## src/rtl/uart_bus_bridge_pkg.sv

```systemverilog
// Shared opcodes, response codes and FSM state encoding for the UART-to-bus bridge.
package uart_bus_bridge_pkg;

    localparam logic [7:0] OP_WRITE    = 8'h01;
    localparam logic [7:0] OP_READ     = 8'h02;
    localparam logic [7:0] OP_PING     = 8'h03;

    localparam logic [7:0] RSP_OK      = 8'hA5;
    localparam logic [7:0] RSP_PONG    = 8'h5A;
    localparam logic [7:0] RSP_BADOP   = 8'hEE;
    localparam logic [7:0] RSP_TIMEOUT = 8'hEF;

    localparam int unsigned RESP_MAX = 5;

    typedef enum logic [2:0] {
        ST_IDLE,
        ST_ARGS,
        ST_REQ,
        ST_BUS,
        ST_RESP
    } state_e;

    // Index of the final argument byte for a WRITE (9 bytes) or READ (4 bytes).
    function automatic logic [3:0] last_arg_idx(input logic is_write);
        return is_write ? 4'd8 : 4'd3;
    endfunction

endpackage

```

## src/rtl/bridge_resp_ser.sv

```systemverilog
// Response serializer: loads up to RESP_MAX bytes (byte 0 sent first) and a length,
// then offers them one at a time on a valid/ready byte stream.
module bridge_resp_ser
    import uart_bus_bridge_pkg::*;
(
    input  logic                    clk,
    input  logic                    rst,
    input  logic                    load,
    input  logic [8*RESP_MAX-1:0]   load_bytes,
    input  logic [2:0]              load_len,
    input  logic                    tx_ready,
    output logic                    tx_valid,
    output logic [7:0]              tx_data,
    output logic                    done
);

    logic [8*RESP_MAX-1:0] buf_q, buf_d;
    logic [2:0]            left_q, left_d;
    logic                  valid_q, valid_d;

    always_comb begin
        buf_d   = buf_q;
        left_d  = left_q;
        valid_d = valid_q;
        done    = 1'b0;
        if (load) begin
            buf_d   = load_bytes;
            left_d  = load_len;
            valid_d = (load_len != 3'd0);
        end else if (valid_q && tx_ready) begin
            buf_d  = {8'h00, buf_q[8*RESP_MAX-1:8]};
            left_d = left_q - 3'd1;
            if (left_q == 3'd1) begin
                valid_d = 1'b0;
                done    = 1'b1;
            end
        end
    end

    always_ff @(posedge clk) begin
        if (rst) begin
            buf_q   <= '0;
            left_q  <= '0;
            valid_q <= 1'b0;
        end else begin
            buf_q   <= buf_d;
            left_q  <= left_d;
            valid_q <= valid_d;
        end
    end

    assign tx_valid = valid_q;
    assign tx_data  = buf_q[7:0];

endmodule

```

## src/rtl/uart_bus_bridge.sv

```systemverilog
// UART byte-command to native memory bus initiator: decodes PING/READ/WRITE,
// arbitrates for the bus, runs one transaction and returns a byte response.
module uart_bus_bridge
    import uart_bus_bridge_pkg::*;
#(
    parameter int unsigned BUS_TIMEOUT  = 1024,
    parameter int unsigned BYTE_TIMEOUT = 1000000
) (
    input  logic        clk,
    input  logic        rst,
    input  logic        rx_valid,
    input  logic [7:0]  rx_data,
    output logic        tx_valid,
    output logic [7:0]  tx_data,
    input  logic        tx_ready,
    output logic        bus_req,
    input  logic        bus_gnt,
    output logic        mem_valid,
    output logic [31:0] mem_addr,
    output logic [31:0] mem_wdata,
    output logic [3:0]  mem_wstrb,
    input  logic        mem_ready,
    input  logic [31:0] mem_rdata,
    output logic        busy,
    output logic        rx_overrun
);

    localparam int unsigned BUS_CW = $clog2(BUS_TIMEOUT + 1);
    localparam int unsigned GAP_CW = $clog2(BYTE_TIMEOUT + 1);

    state_e              state_q, state_d;
    logic [3:0]          arg_cnt_q, arg_cnt_d;
    logic                is_write_q, is_write_d;
    logic [29:0]         addr_q, addr_d;      // word address, addr[31:2]
    logic [31:0]         wdata_q, wdata_d;
    logic [3:0]          strb_q, strb_d;
    logic [GAP_CW-1:0]   gap_q, gap_d;
    logic [BUS_CW-1:0]   bus_cnt_q, bus_cnt_d;
    logic                bus_req_q, bus_req_d;
    logic                mem_valid_q, mem_valid_d;
    logic                overrun_q, overrun_d;

    logic                    ser_load;
    logic [8*RESP_MAX-1:0]   ser_bytes;
    logic [2:0]              ser_len;
    logic                    ser_done;

    always_comb begin
        state_d     = state_q;
        arg_cnt_d   = arg_cnt_q;
        is_write_d  = is_write_q;
        addr_d      = addr_q;
        wdata_d     = wdata_q;
        strb_d      = strb_q;
        gap_d       = gap_q;
        bus_cnt_d   = bus_cnt_q;
        bus_req_d   = bus_req_q;
        mem_valid_d = mem_valid_q;
        overrun_d   = overrun_q;
        ser_load    = 1'b0;
        ser_bytes   = '0;
        ser_len     = '0;

        if (rx_valid && (state_q == ST_REQ || state_q == ST_BUS || state_q == ST_RESP)) begin
            overrun_d = 1'b1;
        end

        case (state_q)
            ST_IDLE: begin
                if (rx_valid) begin
                    case (rx_data)
                        OP_PING: begin
                            ser_load  = 1'b1;
                            ser_bytes = {32'h0, RSP_PONG};
                            ser_len   = 3'd1;
                            state_d   = ST_RESP;
                        end
                        OP_WRITE, OP_READ: begin
                            is_write_d = (rx_data == OP_WRITE);
                            arg_cnt_d  = '0;
                            gap_d      = '0;
                            strb_d     = '0;
                            wdata_d    = '0;
                            state_d    = ST_ARGS;
                        end
                        default: begin
                            ser_load  = 1'b1;
                            ser_bytes = {32'h0, RSP_BADOP};
                            ser_len   = 3'd1;
                            state_d   = ST_RESP;
                        end
                    endcase
                end
            end

            ST_ARGS: begin
                // A byte arriving on the expiry cycle wins over the timeout.
                if (rx_valid) begin
                    gap_d = '0;
                    case (arg_cnt_q)
                        4'd0:    addr_d[5:0]    = rx_data[7:2];
                        4'd1:    addr_d[13:6]   = rx_data;
                        4'd2:    addr_d[21:14]  = rx_data;
                        4'd3:    addr_d[29:22]  = rx_data;
                        4'd4:    wdata_d[7:0]   = rx_data;
                        4'd5:    wdata_d[15:8]  = rx_data;
                        4'd6:    wdata_d[23:16] = rx_data;
                        4'd7:    wdata_d[31:24] = rx_data;
                        default: strb_d         = rx_data[3:0];
                    endcase
                    arg_cnt_d = arg_cnt_q + 4'd1;
                    if (arg_cnt_q == last_arg_idx(is_write_q)) begin
                        bus_req_d = 1'b1;
                        state_d   = ST_REQ;
                    end
                end else if (gap_q == GAP_CW'(BYTE_TIMEOUT - 1)) begin
                    state_d = ST_IDLE;
                end else begin
                    gap_d = gap_q + 1'b1;
                end
            end

            ST_REQ: begin
                if (bus_gnt) begin
                    mem_valid_d = 1'b1;
                    bus_cnt_d   = '0;
                    state_d     = ST_BUS;
                end
            end

            ST_BUS: begin
                if (mem_ready) begin
                    mem_valid_d = 1'b0;
                    bus_req_d   = 1'b0;
                    ser_load    = 1'b1;
                    state_d     = ST_RESP;
                    if (is_write_q) begin
                        ser_bytes = {32'h0, RSP_OK};
                        ser_len   = 3'd1;
                    end else begin
                        ser_bytes = {mem_rdata, RSP_OK};
                        ser_len   = 3'd5;
                    end
                end else if (bus_cnt_q == BUS_CW'(BUS_TIMEOUT - 1)) begin
                    mem_valid_d = 1'b0;
                    bus_req_d   = 1'b0;
                    ser_load    = 1'b1;
                    ser_bytes   = {32'h0, RSP_TIMEOUT};
                    ser_len     = 3'd1;
                    state_d     = ST_RESP;
                end else begin
                    bus_cnt_d = bus_cnt_q + 1'b1;
                end
            end

            ST_RESP: begin
                if (ser_done) begin
                    state_d = ST_IDLE;
                end
            end

            default: state_d = ST_IDLE;
        endcase
    end

    always_ff @(posedge clk) begin
        if (rst) begin
            state_q     <= ST_IDLE;
            arg_cnt_q   <= '0;
            is_write_q  <= 1'b0;
            addr_q      <= '0;
            wdata_q     <= '0;
            strb_q      <= '0;
            gap_q       <= '0;
            bus_cnt_q   <= '0;
            bus_req_q   <= 1'b0;
            mem_valid_q <= 1'b0;
            overrun_q   <= 1'b0;
        end else begin
            state_q     <= state_d;
            arg_cnt_q   <= arg_cnt_d;
            is_write_q  <= is_write_d;
            addr_q      <= addr_d;
            wdata_q     <= wdata_d;
            strb_q      <= strb_d;
            gap_q       <= gap_d;
            bus_cnt_q   <= bus_cnt_d;
            bus_req_q   <= bus_req_d;
            mem_valid_q <= mem_valid_d;
            overrun_q   <= overrun_d;
        end
    end

    bridge_resp_ser u_ser (
        .clk        (clk),
        .rst        (rst),
        .load       (ser_load),
        .load_bytes (ser_bytes),
        .load_len   (ser_len),
        .tx_ready   (tx_ready),
        .tx_valid   (tx_valid),
        .tx_data    (tx_data),
        .done       (ser_done)
    );

    // A write with an all-zero strobe goes out as a read.
    assign mem_valid  = mem_valid_q;
    assign mem_addr   = mem_valid_q ? {addr_q, 2'b00} : '0;
    assign mem_wstrb  = (mem_valid_q && is_write_q) ? strb_q : '0;
    assign mem_wdata  = (mem_valid_q && is_write_q && strb_q != 4'h0) ? wdata_q : '0;
    assign bus_req    = bus_req_q;
    assign busy       = (state_q != ST_IDLE);
    assign rx_overrun = overrun_q;

endmodule

```

## config.mk

```make
export PLATFORM = sky130hd
export DESIGN_NAME = uart_bus_bridge
export DESIGN_NICKNAME = d
export VERILOG_FILES = /design/src/rtl/uart_bus_bridge_pkg.sv /design/src/rtl/bridge_resp_ser.sv /design/src/rtl/uart_bus_bridge.sv
export SDC_FILE = /design/constraint.sdc
export NUM_CORES = 1
export LEC_CHECK = 0
export CAP_MARGIN = 20
export CORE_MARGIN = 5
export CORE_UTILIZATION = 40
export DETAILED_ROUTE_END_ITERATION = 8
export GPL_TIMING_DRIVEN = 1
export HOLD_SLACK_MARGIN = 0.03
export SLEW_MARGIN = 15
export SYNTH_ARGS = -nofsm -noshare
export SYNTH_HDL_FRONTEND = slang
export SYNTH_SLANG_ARGS = --single-unit
export TNS_END_PERCENT = 30
```

## constraint.sdc

```tcl
create_clock -name clk -period 3.1 [get_ports clk]
set_clock_uncertainty 0.1 [all_clocks]
set_input_delay 0.31 -clock clk [delete_from_list [all_inputs] [get_ports clk]]
set_output_delay 0.31 -clock clk [all_outputs]
set_load 0.05 [all_outputs]
```

==> out/results.env <==
YS_ASYNC_SR_FRACTION=0
GPL_WTD_CONG=0.814
NUM_VIAS=6182
COUNT_OF_YOSYS_WARNINGS_DURING_SYNTHESIS=0
CTS_POST_SETUP_BUFFERS_INSERTED=0
DRT_FIRST_PASS_ITERS=5
NUMBER_OF_ENABLE_TYPE_REGISTER_CELLS_IN_THE_SYNTHESIZED_NETLIST=0
DIE_HEIGHT_UM=144
CELL_TOTAL_AFTER_PLACEMENT=1176
GRT_PASS1_VIAS=5756
GRT_USE_MET1=0.246
FINALINSTANCEAREA_MM2=0.00947
POSTSYNTH.TOPFLOPCELL='sky130_fd_sc_hd__dfxtp_1'
FRACTION_OF_FINAL_LAYOUT_CELLS_WITH_DRIVE_STRENGTH_GREATER_THAN_1=0.108
AREA_GROWTH_PCT=32.6
POWER_PER_CELL_AREA_mW_PER_MM2=476
MAPPEDNETLISTAREA_MM2=0.00715
GRT_UTIL_MET2=0.284
WL_UM=18400
WORSTPATHCELLLIST='buf_4 -> and2_1 -> clkdlybuf4s50_1'
SYNTH_CELLS=854
CTS-BUFFERS-INSERTED=17
HOLD_PATH.CLASS='in -> reg'
ROUTE.DETAILED.WL_PER_INST_UM=15.2
PORT_BUFFERS=124
FINALSETUPVIOLATIONS=0
CP_TOP_FAMILY='buffers and inverters'
HOLD_VIOL_FINAL=0
PER_CELL_VIA_COUNT_IN_THE_ROUTED_DESIGN=5.13
WORSTSETUPENDPOINTTYPE='primary output'
FIN_TOTAL_PWR_uW=4510
POST-ROUTE-PERIOD-UTIL=0.868
AREA_OF_THE_CORE_MM2=0.0174
SLEW_HEADROOM=0.564
FLOORPLAN.INITIALDENSITY=0.410
INSERTEDDIODECOUNT=0
FINALHOLDWORSTSLACK_NS=0.120
FP-ROW-COUNT=48
CTS-RESIZED-GATES=0
MAX_CAP_VIOLATIONS=0
SETUP_REPAIR_AFTER_GLOBAL_ROUTING_MISSED_ITS_MARGIN='no'
DIE_W_UM=144
PERIOD_NEEDED_NS=2.69
CTS_TREE='built'
START_KIND='register'
MAXSLEWVIOLCOUNT=0
WORST-SLEW-PIN-TRANSITION_NS=0.648
DETAIL_ROUTE.DRC_VIOLATIONS=0
CRITICAL_PATH_ARRIVAL_NS=2.28
POST_SYNTH.CELL_AREA_AVG_UM2=8.37
FIRST_ITER_VIOLATIONS=359
GRT_ANTENNA_BEFORE_REPAIR=0
NFILLCELLS=1647
GROUTE.USAGE.OVERALL=0.179
FINAL_COMMON_CELL='sky130_fd_sc_hd__dfxtp_1'
NETS=1024
GRT.MET3_USAGE=0.0419
OUTCOME='finished clean'
CLOCK_TREE_BUF_DEPTH=2
CRIT_BUF_INV=2
CRITPATHMAXFANOUT=30
GLOBALROUTE.TOTALOVERFLOW=0
HOLDBUFCOUNTCTS=0
FIN_TNS_SETUP_NS=0
CLOCK_LATENCY_NS=0.42
POWER_LEAKAGE_uW=0.00342
SYNTH_SEQUENTIAL_AREA_RATIO=0.426
MAX_FREQ_MHz=372
CTS_MAX_LEVEL=4
DPL-INSTANCE-AREA_MM2=0.00888
DP_HPWL_UM=13200
CTS_SINKS=152
SYNTH_SEQ_CELLS=152
WORST_PATH_LARGEST_CELL_DELAY_NS=0.84
GRT_MOST_USED_LAYER='met2'
FLOORPLAN.IO_PINS=127
CRITICALPATHCATEGORY='reg -> out'
CRIT_SLOWEST_CELL='sky130_fd_sc_hd__clkdlybuf4s50_1'
DIE-AREA_MM2=0.0206
COMMONEST_CELLS_AFTER_ROUTING_FILL_AND_TAPS_ASIDE='sky130_fd_sc_hd__dfxtp_1, sky130_fd_sc_hd__nor2_1, sky130_fd_sc_hd__nand2_1'
IR_DROP_V=0.000389
STDCELL_COUNT=1206
ANTENNA_VIOLATING_NETS_POST_ROUTE=0
GRT_START_MAX_NET_PINS=49
POST_SYNTH_NUM_CELL_TYPES=72
GRT_PASS1_WL_UM=29800
CRIT_REQUIRED_NS=2.69
CLK_PIN_SLEW_WORST_PATHS_NS=0.06
CTS_ROOT_BUF='sky130_fd_sc_hd__clkbuf_16'
[Yosys cell counts (3+ instances only)]
master	count	area share
sky130_fd_sc_hd__nand2_1	108	0.057
sky130_fd_sc_hd__o31ai_1	3	0.0032
sky130_fd_sc_hd__a22o_1	8	0.0098
sky130_fd_sc_hd__nor2b_1	3	0.0026
sky130_fd_sc_hd__dlygate4sd1_1	3	0.0037
sky130_fd_sc_hd__and2_1	78	0.068
sky130_fd_sc_hd__inv_1	13	0.0068
sky130_fd_sc_hd__buf_2	5	0.0035
sky130_fd_sc_hd__ha_1	8	0.014
sky130_fd_sc_hd__nor3_4	4	0.0091
sky130_fd_sc_hd__nand4_1	13	0.011
sky130_fd_sc_hd__or4_1	6	0.0063
sky130_fd_sc_hd__nor4_1	5	0.0044
sky130_fd_sc_hd__dfxtp_1	152	0.43
sky130_fd_sc_hd__mux2i_1	43	0.060
sky130_fd_sc_hd__a21oi_1	77	0.054
sky130_fd_sc_hd__xnor2_1	9	0.011
sky130_fd_sc_hd__o2111ai_1	3	0.0037
sky130_fd_sc_hd__nor2_1	110	0.058
sky130_fd_sc_hd__nor3_1	14	0.0098
sky130_fd_sc_hd__and3_1	5	0.0044
sky130_fd_sc_hd__and4_1	3	0.0037
sky130_fd_sc_hd__buf_4	11	0.012
sky130_fd_sc_hd__a211oi_1	9	0.0095
sky130_fd_sc_hd__buf_6	5	0.0079
sky130_fd_sc_hd__xor2_1	9	0.011
sky130_fd_sc_hd__o21ai_0	35	0.025
sky130_fd_sc_hd__or3_1	9	0.0079
sky130_fd_sc_hd__clkbuf_1	28	0.015
sky130_fd_sc_hd__o21ai_1	3	0.0021
sky130_fd_sc_hd__nand3_1	18	0.013
sky130_fd_sc_hd__o211ai_1	4	0.0042
[layer usage]
layer,vias up,share of wire
met2,157,0.46
met4,0,0.011
li1,3159,-
met3,15,0.063
met1,2851,0.47
met5,-,0
[final cells by class]
cell class | instances | area (um2) | share of cell area
Clock buffer | 23 | 448 | 0.0473
Clock inverter | 7 | 145 | 0.0153
Inverter | 13 | 48.8 | 0.00515
Multi-Input combinational cell | 634 | 3740 | 0.395
Sequential cell | 152 | 3040 | 0.321
Tap cell | 225 | 282 | 0.0297
Timing Repair Buffer | 152 | 1770 | 0.187
[kinds of logic after synthesis]
kind of cell / after synthesis / synth area share
muxes: 45 / 0.0634
other: 1 / 0.000525
DFF: 152 / 0.426
AOI/OAI and AO/OA: 165 / 0.140
and+or+nand+nor: 396 / 0.282
xor gates and xnor gates: 18 / 0.0221
adders and majority gates: 8 / 0.0140
buffers and inverters: 69 / 0.0520
[worst register-to-register path, stage by stage (launching register included)]
cell and delay [ns]:
sky130_fd_sc_hd__dfxtp_1 0.35, sky130_fd_sc_hd__or4_1 0.54, sky130_fd_sc_hd__or4_1 0.67, sky130_fd_sc_hd__o211ai_1 0.50, sky130_fd_sc_hd__or3_1 0.19, sky130_fd_sc_hd__a21oi_1 0.06
[power by group]
| group | switching [uW] | total [uW] | internal [uW] | leakage (uW) |
|---|---|---|---|---|
| Sequential | 25.9 | 2020 | 2000 | 0.00123 |
| Clock | 786 | 2130 | 1340 | 0.000282 |
| Combinational | 214 | 355 | 142 | 0.00190 |
| Total | 1030 | 4510 | 3480 | 0.00342 |
[stage by stage]
stage | worst slack [ns] | utilization
finish | 0.409 | 0.544
global route | 0.257 | 0.544
CTS | 0.379 | 0.544
detailed placement | 0.270 | 0.510
global placement | 0.317 | 0.510
floorplan | 0.900 | -
[flip-flops by register name, indices dropped and copies added, names as in the netlist, 4 cells and up]
register / count
u_ser.buf_q: 40
wdata_q: 32
addr_q: 30
gap_q: 20
bus_cnt_q: 11
arg_cnt_q: 4
strb_q: 4
[final timing paths]
kind                            startpoint     endpoint  slack [ns]  cells after the start
worst max-delay path             mem_valid  mem_addr[5]        0.41                      3
worst min-delay path                   rst   rx_overrun        0.12                      2
worst max register to register    gap_q[6]    gap_q[15]        0.57                      5
worst min register to register  addr_q[29]   addr_q[29]        0.35                      2
Power figures use the tool's default switching activity.
